File: config.mk
export PLATFORM = sky130hd
export DESIGN_NAME = timing_pattern_gen
export DESIGN_NICKNAME = d
export VERILOG_FILES = /design/src/rtl/timing_pattern_gen.sv
export SDC_FILE = /design/constraint.sdc
export NUM_CORES = 1
export LEC_CHECK = 0
export CORE_MARGIN = 2
export CORE_UTILIZATION = 51
export CTS_CLUSTER_DIAMETER = 60
export DETAILED_ROUTE_END_ITERATION = 12
export PLACE_DENSITY_LB_ADDON = 0.15
export SKIP_CTS_REPAIR_TIMING = 1
export SLEW_MARGIN = 20
export SYNTH_ARGS = -nofsm -noshare
export SYNTH_HDL_FRONTEND = slang
export SYNTH_SLANG_ARGS = --single-unit
File: constraint.sdc
create_clock -name pixclk -period 3.82 [get_ports pixclk]
set_input_delay 0.764 -clock pixclk [delete_from_list [all_inputs] [get_ports pixclk]]
set_output_delay 0.764 -clock pixclk [all_outputs]
set_load 0.1 [all_outputs]
File: src/rtl/timing_pattern_gen.sv
// Video timing generator with selectable test patterns.
// Free-running cx/cy counters describe the pixel being prepared; every output
// is registered, so the outputs always show the previous cycle's counter state.
// Pattern select and frame counter update at pixel (0,0) and take effect on
// that same pixel.
module timing_pattern_gen #(
    parameter int H_ACTIVE = 640,
    parameter int H_FP     = 16,
    parameter int H_SYNC   = 96,
    parameter int H_BP     = 48,
    parameter int V_ACTIVE = 480,
    parameter int V_FP     = 10,
    parameter int V_SYNC   = 2,
    parameter int V_BP     = 33,
    parameter bit HS_POL   = 1'b0,
    parameter bit VS_POL   = 1'b0,
    parameter int CW       = 8,
    parameter int XW       = 11,
    parameter int YW       = 11
) (
    input  logic          pixclk,
    input  logic          rst,
    input  logic [2:0]    mode,
    output logic          draw_area,
    output logic          hsync,
    output logic          vsync,
    output logic          frame_start,
    output logic [XW-1:0] pix_x,
    output logic [YW-1:0] pix_y,
    output logic [7:0]    frame_cnt,
    output logic [CW-1:0] red,
    output logic [CW-1:0] green,
    output logic [CW-1:0] blue
);

    localparam int H_TOTAL = H_ACTIVE + H_FP + H_SYNC + H_BP;
    localparam int V_TOTAL = V_ACTIVE + V_FP + V_SYNC + V_BP;
    localparam int BAR_W   = H_ACTIVE / 8;

    localparam logic [XW-1:0] X_LAST     = XW'(H_TOTAL - 1);
    localparam logic [XW-1:0] X_ACT      = XW'(H_ACTIVE);
    localparam logic [XW-1:0] X_EDGE     = XW'(H_ACTIVE - 1);
    localparam logic [XW-1:0] X_HS_ON    = XW'(H_ACTIVE + H_FP);
    localparam logic [XW-1:0] X_HS_OFF   = XW'(H_ACTIVE + H_FP + H_SYNC);
    localparam logic [XW-1:0] X_BAR_LAST = XW'(BAR_W - 1);

    localparam logic [YW-1:0] Y_LAST     = YW'(V_TOTAL - 1);
    localparam logic [YW-1:0] Y_ACT      = YW'(V_ACTIVE);
    localparam logic [YW-1:0] Y_EDGE     = YW'(V_ACTIVE - 1);
    localparam logic [YW-1:0] Y_VS_ON    = YW'(V_ACTIVE + V_FP);
    localparam logic [YW-1:0] Y_VS_OFF   = YW'(V_ACTIVE + V_FP + V_SYNC);
    localparam logic [YW-1:0] Y_BOX_TOP  = YW'(V_ACTIVE / 2 - 16);
    localparam logic [YW-1:0] Y_BOX_BOT  = YW'(V_ACTIVE / 2 + 16);

    localparam logic [XW:0]   BX_WRAP    = (XW+1)'(H_ACTIVE);
    localparam logic [XW:0]   BX_STEP    = (XW+1)'(2);
    localparam logic [XW:0]   BOX_SIZE   = (XW+1)'(32);
    localparam logic [CW-1:0] FULL       = {CW{1'b1}};

    // Raster position of the pixel being prepared this cycle
    logic [XW-1:0] cx;
    logic [YW-1:0] cy;
    // Colour-bar index and position inside the current bar (tracks cx)
    logic [2:0]    bar_i;
    logic [XW-1:0] bar_cnt;
    // Per-frame state
    logic [2:0]    mode_q;
    logic [XW-1:0] box_x;

    logic          at_start;
    logic [7:0]    fc_next;
    logic [XW:0]   bx_sum;
    logic [XW-1:0] bx_next;
    logic [2:0]    mode_e;
    logic [XW-1:0] bx_e;
    logic [XW:0]   cx_w;
    logic [XW:0]   bx_w;
    logic          in_box;
    logic          draw_c;
    logic          hs_c;
    logic          vs_c;
    logic [CW+7:0] ramp_w;
    logic [CW-1:0] r_c;
    logic [CW-1:0] g_c;
    logic [CW-1:0] b_c;

    // Raster counters plus the bar tracker that replaces a divide by BAR_W
    always_ff @(posedge pixclk or posedge rst) begin
        if (rst) begin
            cx      <= '0;
            cy      <= '0;
            bar_i   <= '0;
            bar_cnt <= '0;
        end else if (cx == X_LAST) begin
            cx      <= '0;
            cy      <= (cy == Y_LAST) ? '0 : cy + 1'b1;
            bar_i   <= '0;
            bar_cnt <= '0;
        end else begin
            cx <= cx + 1'b1;
            // The last bar absorbs the remainder, so bar_i stops at 7
            if (bar_cnt == X_BAR_LAST && bar_i != 3'd7) begin
                bar_i   <= bar_i + 3'd1;
                bar_cnt <= '0;
            end else begin
                bar_cnt <= bar_cnt + 1'b1;
            end
        end
    end

    // Frame-boundary values; the new frame's settings already apply at (0,0)
    always_comb begin
        at_start = (cx == '0) && (cy == '0);
        fc_next  = frame_cnt + 8'd1;
        bx_sum   = {1'b0, box_x} + BX_STEP;
        // box_x follows {frame_cnt,0} mod H_ACTIVE one step of 2 at a time
        if (fc_next == 8'd0) begin
            bx_next = '0;
        end else if (bx_sum >= BX_WRAP) begin
            bx_next = XW'(bx_sum - BX_WRAP);
        end else begin
            bx_next = bx_sum[XW-1:0];
        end
        mode_e = at_start ? mode : mode_q;
        bx_e   = at_start ? bx_next : box_x;
    end

    // Latch pattern select, count frames and advance the box at frame start
    always_ff @(posedge pixclk or posedge rst) begin
        if (rst) begin
            mode_q    <= '0;
            frame_cnt <= '0;
            box_x     <= '0;
        end else if (at_start) begin
            mode_q    <= mode;
            frame_cnt <= fc_next;
            box_x     <= bx_next;
        end
    end

    // Visibility, sync windows and pattern colour for the current raster position
    always_comb begin
        draw_c = (cx < X_ACT) && (cy < Y_ACT);
        hs_c   = (cx >= X_HS_ON) && (cx < X_HS_OFF);
        vs_c   = (cy >= Y_VS_ON) && (cy < Y_VS_OFF);
        cx_w   = {1'b0, cx};
        bx_w   = {1'b0, bx_e};
        in_box = (cx_w >= bx_w) && (cx_w < bx_w + BOX_SIZE) &&
                 (cy >= Y_BOX_TOP) && (cy < Y_BOX_BOT);
        // Low 8 bits of cx land in the top of the channel, zero-filled below
        ramp_w = {cx[7:0], {CW{1'b0}}};
        r_c    = '0;
        g_c    = '0;
        b_c    = '0;
        case (mode_e)
            3'd0: begin
                r_c = {CW{~bar_i[1]}};
                g_c = {CW{~bar_i[2]}};
                b_c = {CW{~bar_i[0]}};
            end
            3'd1: begin
                if (cx[4:0] == 5'd0 || cy[4:0] == 5'd0 || cx == X_EDGE || cy == Y_EDGE) begin
                    r_c = FULL;
                    g_c = FULL;
                    b_c = FULL;
                end
            end
            3'd2: begin
                r_c = ramp_w[CW+7:8];
                g_c = ramp_w[CW+7:8];
                b_c = ramp_w[CW+7:8];
            end
            3'd3: begin
                if (cx[5] ^ cy[5]) begin
                    r_c = FULL;
                    g_c = FULL;
                    b_c = FULL;
                end
            end
            3'd4: begin
                b_c = FULL;
                if (in_box) begin
                    r_c = FULL;
                    g_c = FULL;
                end
            end
            3'd5: begin
                r_c = FULL;
                g_c = FULL;
                b_c = FULL;
            end
            3'd6: begin
                r_c = FULL;
            end
            default: begin
                r_c = '0;
            end
        endcase
        // Blanking always forces black
        if (!draw_c) begin
            r_c = '0;
            g_c = '0;
            b_c = '0;
        end
    end

    // Output register stage: everything lags the counters by one clock
    always_ff @(posedge pixclk or posedge rst) begin
        if (rst) begin
            draw_area   <= 1'b0;
            hsync       <= ~HS_POL;
            vsync       <= ~VS_POL;
            frame_start <= 1'b0;
            pix_x       <= '0;
            pix_y       <= '0;
            red         <= '0;
            green       <= '0;
            blue        <= '0;
        end else begin
            draw_area   <= draw_c;
            hsync       <= hs_c ? HS_POL : ~HS_POL;
            vsync       <= vs_c ? VS_POL : ~VS_POL;
            frame_start <= at_start;
            pix_x       <= cx;
            pix_y       <= cy;
            red         <= r_c;
            green       <= g_c;
            blue        <= b_c;
        end
    end

endmodule

[Yosys cells after proc, flatten, opt, wreduce, memory -nomap -nowiden]
Index checks and enable logic that the tools add are counted.
Storage, ports and cells
  register bits: 108
  output and inout port bits: 58
  input port bits: 5
Cells by class
  $lt $le $gt $ge: 11
  bitwise logic cells: 4
  reduce and logical (&&, ||, !) cells: 20
  equality and inequality tests: 12
  muxes and demuxes: 21
  add/sub/neg operators: 8
Operators by type and width (count)
  8-bit case mux with 6 select lines: 2
  11-bit 2-to-1 mux: 7
  8-bit 2-to-1 mux: 6
  8-bit case mux with 5 select lines: 1
  11-bit by 1-bit adder with 11-bit output (second input constant): 3
  11-bit by 10-bit == test with 1-bit output (second input constant): 3
  11-bit by 9-bit < comparator with 1-bit output (second input constant): 3
  11-bit logical NOT: 2
  11-bit by 10-bit < comparator with 1-bit output (second input constant): 2
  11-bit by 2-bit adder with 12-bit output (second input constant): 1
  11-bit by 6-bit adder with 12-bit output (second input constant): 1
  12-bit by 10-bit greater-or-equal comparator with 1-bit output (second input constant): 1
  11-bit by 12-bit < comparator with 1-bit output: 1
  11-bit by 7-bit == test with 1-bit output (second input constant): 1
  11-bit by 9-bit == test with 1-bit output (second input constant): 1
  11-bit by 10-bit greater-or-equal comparator with 1-bit output (second input constant): 1
  11-bit greater-or-equal comparator: 1
  11-bit by 8-bit greater-or-equal comparator with 1-bit output (second input constant): 1
  11-bit by 9-bit greater-or-equal comparator with 1-bit output (second input constant): 1
  11-bit by 10-bit subtractor with 11-bit output (second input constant): 1
  5-bit logical NOT: 2
  3-bit == test (second input constant): 3
  3-bit 2-to-1 mux: 3
  8-bit by 1-bit adder with 8-bit output (second input constant): 1
  13 further kinds: 27

[Logic depth before layout (Yosys ltp)]
  depth in word-level cells: 13
  mapped depth: 20

[Worst setup path after synthesis]
No wires, ideal clock.
  path type: reg2reg
  from: register frame_cnt[0]
  to: register green[7]
  setup slack: -0.654 ns
  data arrival time: 4.317 ns
  required time: 3.663 ns
  cell stages (with the launch flop): 19
  path through: dfrtp_1 ha_1 nand2_1 a31oi_1 inv_1 o21ai_1 nor3b_1 or2_2 clkbuf_1 nand3_1 xnor2_1 ha_1 o21ai_0 nand2b_1 a21oi_1 a2111oi_0 nor2_1 a211oi_1 a31oi_1
On the way
  longest elaborated chain between the ends: 12
  elaborated cells on any way between the ends: 13
Ends and longest elaborated chain
  start, declared: RTL line 30  | output logic [7:0] frame_cnt,
  start signal, assigned: RTL line 136  | frame_cnt <= fc_next;
  8-bit by 1-bit adder with 8-bit output (*): RTL line 114  | fc_next = frame_cnt + 8'd1;
  8-bit logical NOT (*): RTL line 117  | if (fc_next == 8'd0) begin
  11-bit 2-to-1 mux (*): RTL line 117
  11-bit 2-to-1 mux (*)
  named net bx_e[7]: RTL line 75  | logic [XW-1:0] bx_e;
  11-bit by 6-bit adder with 12-bit output: RTL line 148  | in_box = (cx_w >= bx_w) && (cx_w < bx_w + BOX_SIZE) &&
  11-bit by 12-bit < comparator with 1-bit output: RTL line 148
  1-bit logical AND (*) (2 in series): RTL line 148
  1-bit logical AND (*): RTL line 149  | (cy >= Y_BOX_TOP) && (cy < Y_BOX_BOT);
  8-bit 2-to-1 mux (*): RTL line 182  | if (in_box) begin
  8-bit case mux with 6 select lines (*): RTL line 155  | case (mode_e)
  8-bit 2-to-1 mux (*): RTL line 200  | if (!draw_c) begin
  named net g_c[7]: RTL line 84  | logic [CW-1:0] g_c;
  end signal, assigned: RTL line 227  | green <= g_c;
  end, declared: RTL line 32  | output logic [CW-1:0] green,
The timed path passes the listed nets; every way through them passes the cells marked *.
A chain may end at the register's enable or synchronous reset.

[Worst setup path in the final report]
  from: register box_x[6]
  to: register green[7]
On the way
  longest elaborated chain between the ends: 13
  elaborated cells on any way between the ends: 15
Ends and longest elaborated chain
  start, declared: RTL line 68  | logic [XW-1:0] box_x;
  start signal, assigned: RTL line 137  | box_x <= bx_next;
  11-bit by 2-bit adder with 12-bit output: RTL line 115  | bx_sum = {1'b0, box_x} + BX_STEP;
  11-bit by 10-bit subtractor with 11-bit output / 12-bit by 10-bit greater-or-equal comparator with 1-bit output (equally long branches): RTL line 120, 119
  11-bit 2-to-1 mux: RTL line 119  | end else if (bx_sum >= BX_WRAP) begin
  11-bit 2-to-1 mux: RTL line 117
  11-bit 2-to-1 mux (*)
  11-bit by 6-bit adder with 12-bit output: RTL line 148
  11-bit by 12-bit < comparator with 1-bit output: RTL line 148
  1-bit logical AND (*) (2 in series): RTL line 148
  1-bit logical AND (*): RTL line 149
  8-bit 2-to-1 mux (*): RTL line 182
  8-bit case mux with 6 select lines (*): RTL line 155
  8-bit 2-to-1 mux (*): RTL line 200
  named net g_c[7]: RTL line 84
Marked as above.

==> summary.txt <==
Power and ir drop
  • Max VDD drop: 287 µV
  • Pwr dens: 294 nW/µm²
  • Lkg Pwr: about 3.3 nW
  • Power Total: roughly 2.2 mW

Synth
  • Synth Net Count: 566
  • Yosys top cell by area: dfrtp_1
  • FFs w/ async S/R, synth: 1.00
  • Post-synthesis sequential area ratio: 0.501
  • Post-synth EDFFs: 0
  • Mean post-synth cell area: 10.1 µm²
  • Synth unique cells: 61
  • Cell area after synthesis: between 5000 and 6000 µm²
  • Cell count after synthesis: 533
  • Top cell type's share of synthesized area: 0.491
  • Most used DFF post-synth: dfrtp_1
  • Syn. warnings: 0
  • Flops & latches, synth: between 100 and 150
  • Area contributors post-synth: dfrtp_1 49%, ha_1 6.5%, xnor2_1 3.6%

Route
  • DRT Wirelength: 13.8 mm
  • Vias per cell: 5.63
  • Post-route DRC violation count: 0
  • TritonRoute pass-1 iters: 4
  • Routed via count: ~4600
  • DR WL/cell: about 17 µm
  • Initial DRC Count: 360
  • Antenna violation net count after detailed routing: 0

Final layout
  • Fillers: approximately 770
  • Syn-to-layout area delta: 36.0%
  • Register area: roughly 2700 µm²
  • Antenna diodes: 0
  • Final Cell Area: 7340 µm²
  • Share of cells above drive strength 1: 0.248
  • Commonest non-fill, non-tap cell in the layout: dfrtp_1
  • Commonest cells after routing, fill and taps aside: 97 x dfrtp_1, 84 x buf_4, 62 x clkdlybuf4s50_1
  • Multi-input logic area: 2810 µm²
  • Final core utilization: 0.711
  • Layout Nets: 710
  • Post-route insts no fill: 818

Clock network
  • CTS tree: built
  • Clock Latency Late Sink: 0.37 ns
  • Total CTS buffers: 9
  • CTS H-tree lvls: 3
  • Buffers from clock root to sink, at most: 2
  • Root Driver: clkbuf_8
  • Clock-pin slew on the worst setup and hold paths: roughly 0.1 ns
  • Clk sinks: 108

STA
  • Setup violators final: 16
  • Final min period: 4.13 ns
  • Max frequency: 242 MHz
  • Least-Margin Pin Slew: 1.29 ns
  • Final Hold Vio Count: 0
  • Slew headroom: 0.135
  • Setup Skew: 0.0120 ns
  • Fin crit share: 1.08
  • RSZ-0062 raised after global routing: yes
  • Max Slew Vio Count: 0
  • Worst Slack Setup Final: -0.310 ns

Global route
  • Vias in the first global route: roughly 4500
  • GR Overflow Total: 0
  • First-pass GRT wire length: between 20 and 25 mm
  • Initial antenna violation count: 0
  • Gr usage total: 0.243
  • Largest net degree at the start of global routing: 77

Floorplanning
  • Initial Utilization: 0.523
  • Total Die Area: 11400 µm²
  • Ports: 63
  • Rows: 37
  • Die Wd: 107 µm
  • Core region area: 10300 µm²
  • Die Span Y: 107 µm

Run status
  • Failing checks: setup timing
  • Status: complete, but fails checks

Setup path
  • Worst-path cell chain: and4_4 > nand3_2 > xor2_1 > ha_1 > o41ai_2 > nor2_1 > mux2i_1 > o21ai_0 > nor4b_2 > xnor2_1 > ha_1 > a2111oi_1 > a21oi_2 > nor2_2 > a211oi_2 > buf_6 > a31oi_1
  • Critical path's most frequent cell: ha_1
  • Crit path max fanout: 8
  • CP endpoint kind: flip-flop
  • Worst Path Arrival: 4.40 ns
  • CP max-delay cell: a2111oi_1
  • Critical path type: reg -> reg
  • Setup crit start kind: flip-flop
  • CP max stage delay: 0.57 ns
  • CP Data Required Time: a little over 4 ns

Place
  • DP HPWL: 9.69 mm
  • Placed insts: just under 800
  • DP Worst Slack: -0.200 ns
  • Final Wtd Congestion: roughly 0.95
  • PortBufs: 62
  • Dpl cell area: 6800 µm²

Min path
  • Hold Crit Class: reg -> reg

Job
  • Max-cap viol count: 0
## worst paths after layout
path	to	slack (ns)	cells past startpoint	startpoint
worst max-delay path	green[7]$_DFF_PP0_	-0.31	17	box_x[6]$_DFF_PP0_
min in group asynchronous	cy[6]$_DFFE_PP0N_	0.86	2	rst
max in group asynchronous	hsync$_DFF_PP1_	2.11	3	rst
worst max register to register	green[7]$_DFF_PP0_	-0.31	17	box_x[6]$_DFF_PP0_
worst min-delay path	bar_cnt[0]$_DFF_PP0_	0.51	1	bar_cnt[0]$_DFF_PP0_
worst min register to register	bar_cnt[0]$_DFF_PP0_	0.51	1	bar_cnt[0]$_DFF_PP0_
## metrics by stage
stage | hold slack [ns] | TNS, ns
global placement | 0.476 | -2.07
finish | 0.506 | -4.46
floorplan | 0.374 | -0.0237
CTS | 0.504 | -3.47
detailed placement | 0.480 | -2.76
global route | 0.530 | -7.21
## synth_stat cells (3+ instances only)
cell and n:
o21a_1 6, a21oi_1 24, inv_1 32, and3_1 16, o21ai_0 25, xnor2_1 22, buf_6 3, and4_1 3
nand2b_1 7, o31ai_1 5, mux2i_1 6, o211ai_1 3, dfrtp_1 106, nor2b_1 3, nand4_1 9, nand2_1 45
and2_1 6, clkbuf_1 13, a2111oi_0 3, nor3b_1 3, a211oi_1 4, a31oi_1 22, nor2_1 33, or3_1 3
ha_1 28, or2_2 3, nor4_1 5, nor3_1 10, nor4b_1 3, nand3_1 24, xor2_1 17, or4_1 3
## cell type report
class / count / area share
Timing Repair Buffer: 152 / 0.184
Multi-Input combinational cell: 374 / 0.382
Clock buffer: 10 / 0.0187
Clock inverter: 6 / 0.00528
Tap cell: 136 / 0.0232
Inverter: 32 / 0.0172
Sequential cell: 108 / 0.370
## critical path: cells and delay by family (launching register included)
family                     cells  cell delay [ns]
AOI/OAI and AO/OA              6             1.52
xor gates and xnor gates       2             0.30
adders and majority gates      2             0.46
buffers and inverters          1             0.15
DFF                            1             0.36
muxes                          1             0.25
and+or+nand+nor                5             0.99
## kinds of logic after synthesis
| family | after synthesis | synth area share |
|---|---|---|
| multiplexers | 6 | 0.0111 |
| buffers and inverters | 51 | 0.0401 |
| adder cells (fa/ha/maj) | 28 | 0.0649 |
| XOR/XNOR | 39 | 0.0633 |
| flip-flops | 108 | 0.501 |
| AO/OA/AOI/OAI | 116 | 0.137 |
| AND/OR/NAND/NOR | 185 | 0.183 |
## metal layers
metal	vias to the layer above	GRT usage	part of all wire
li1	2189	-	-
met1	2261	0.333	0.44
met2	138	0.392	0.50
met3	18	0.0462	0.046
met4	0	0.0761	0.015
met5	-	0	0
## state kept, by name, summed over array words and instances, names as in the netlist, 3 cells and up
name       cells
cy            11
pix_y         11
box_x         11
bar_cnt       11
cx            11
red            8
blue           8
bar_i          3
green          8
pix_x         11
frame_cnt      8
mode_q         3
## report_power, final
part | leakage [nW] | switching [mW] | internal (mW)
logic | 1.82 | 0.264 | 0.0779
clock network | 0.0937 | 0.383 | 0.255
registers | 1.38 | 0.0103 | 1.17
No activity file was read; power rests on OpenSTA's default activity.
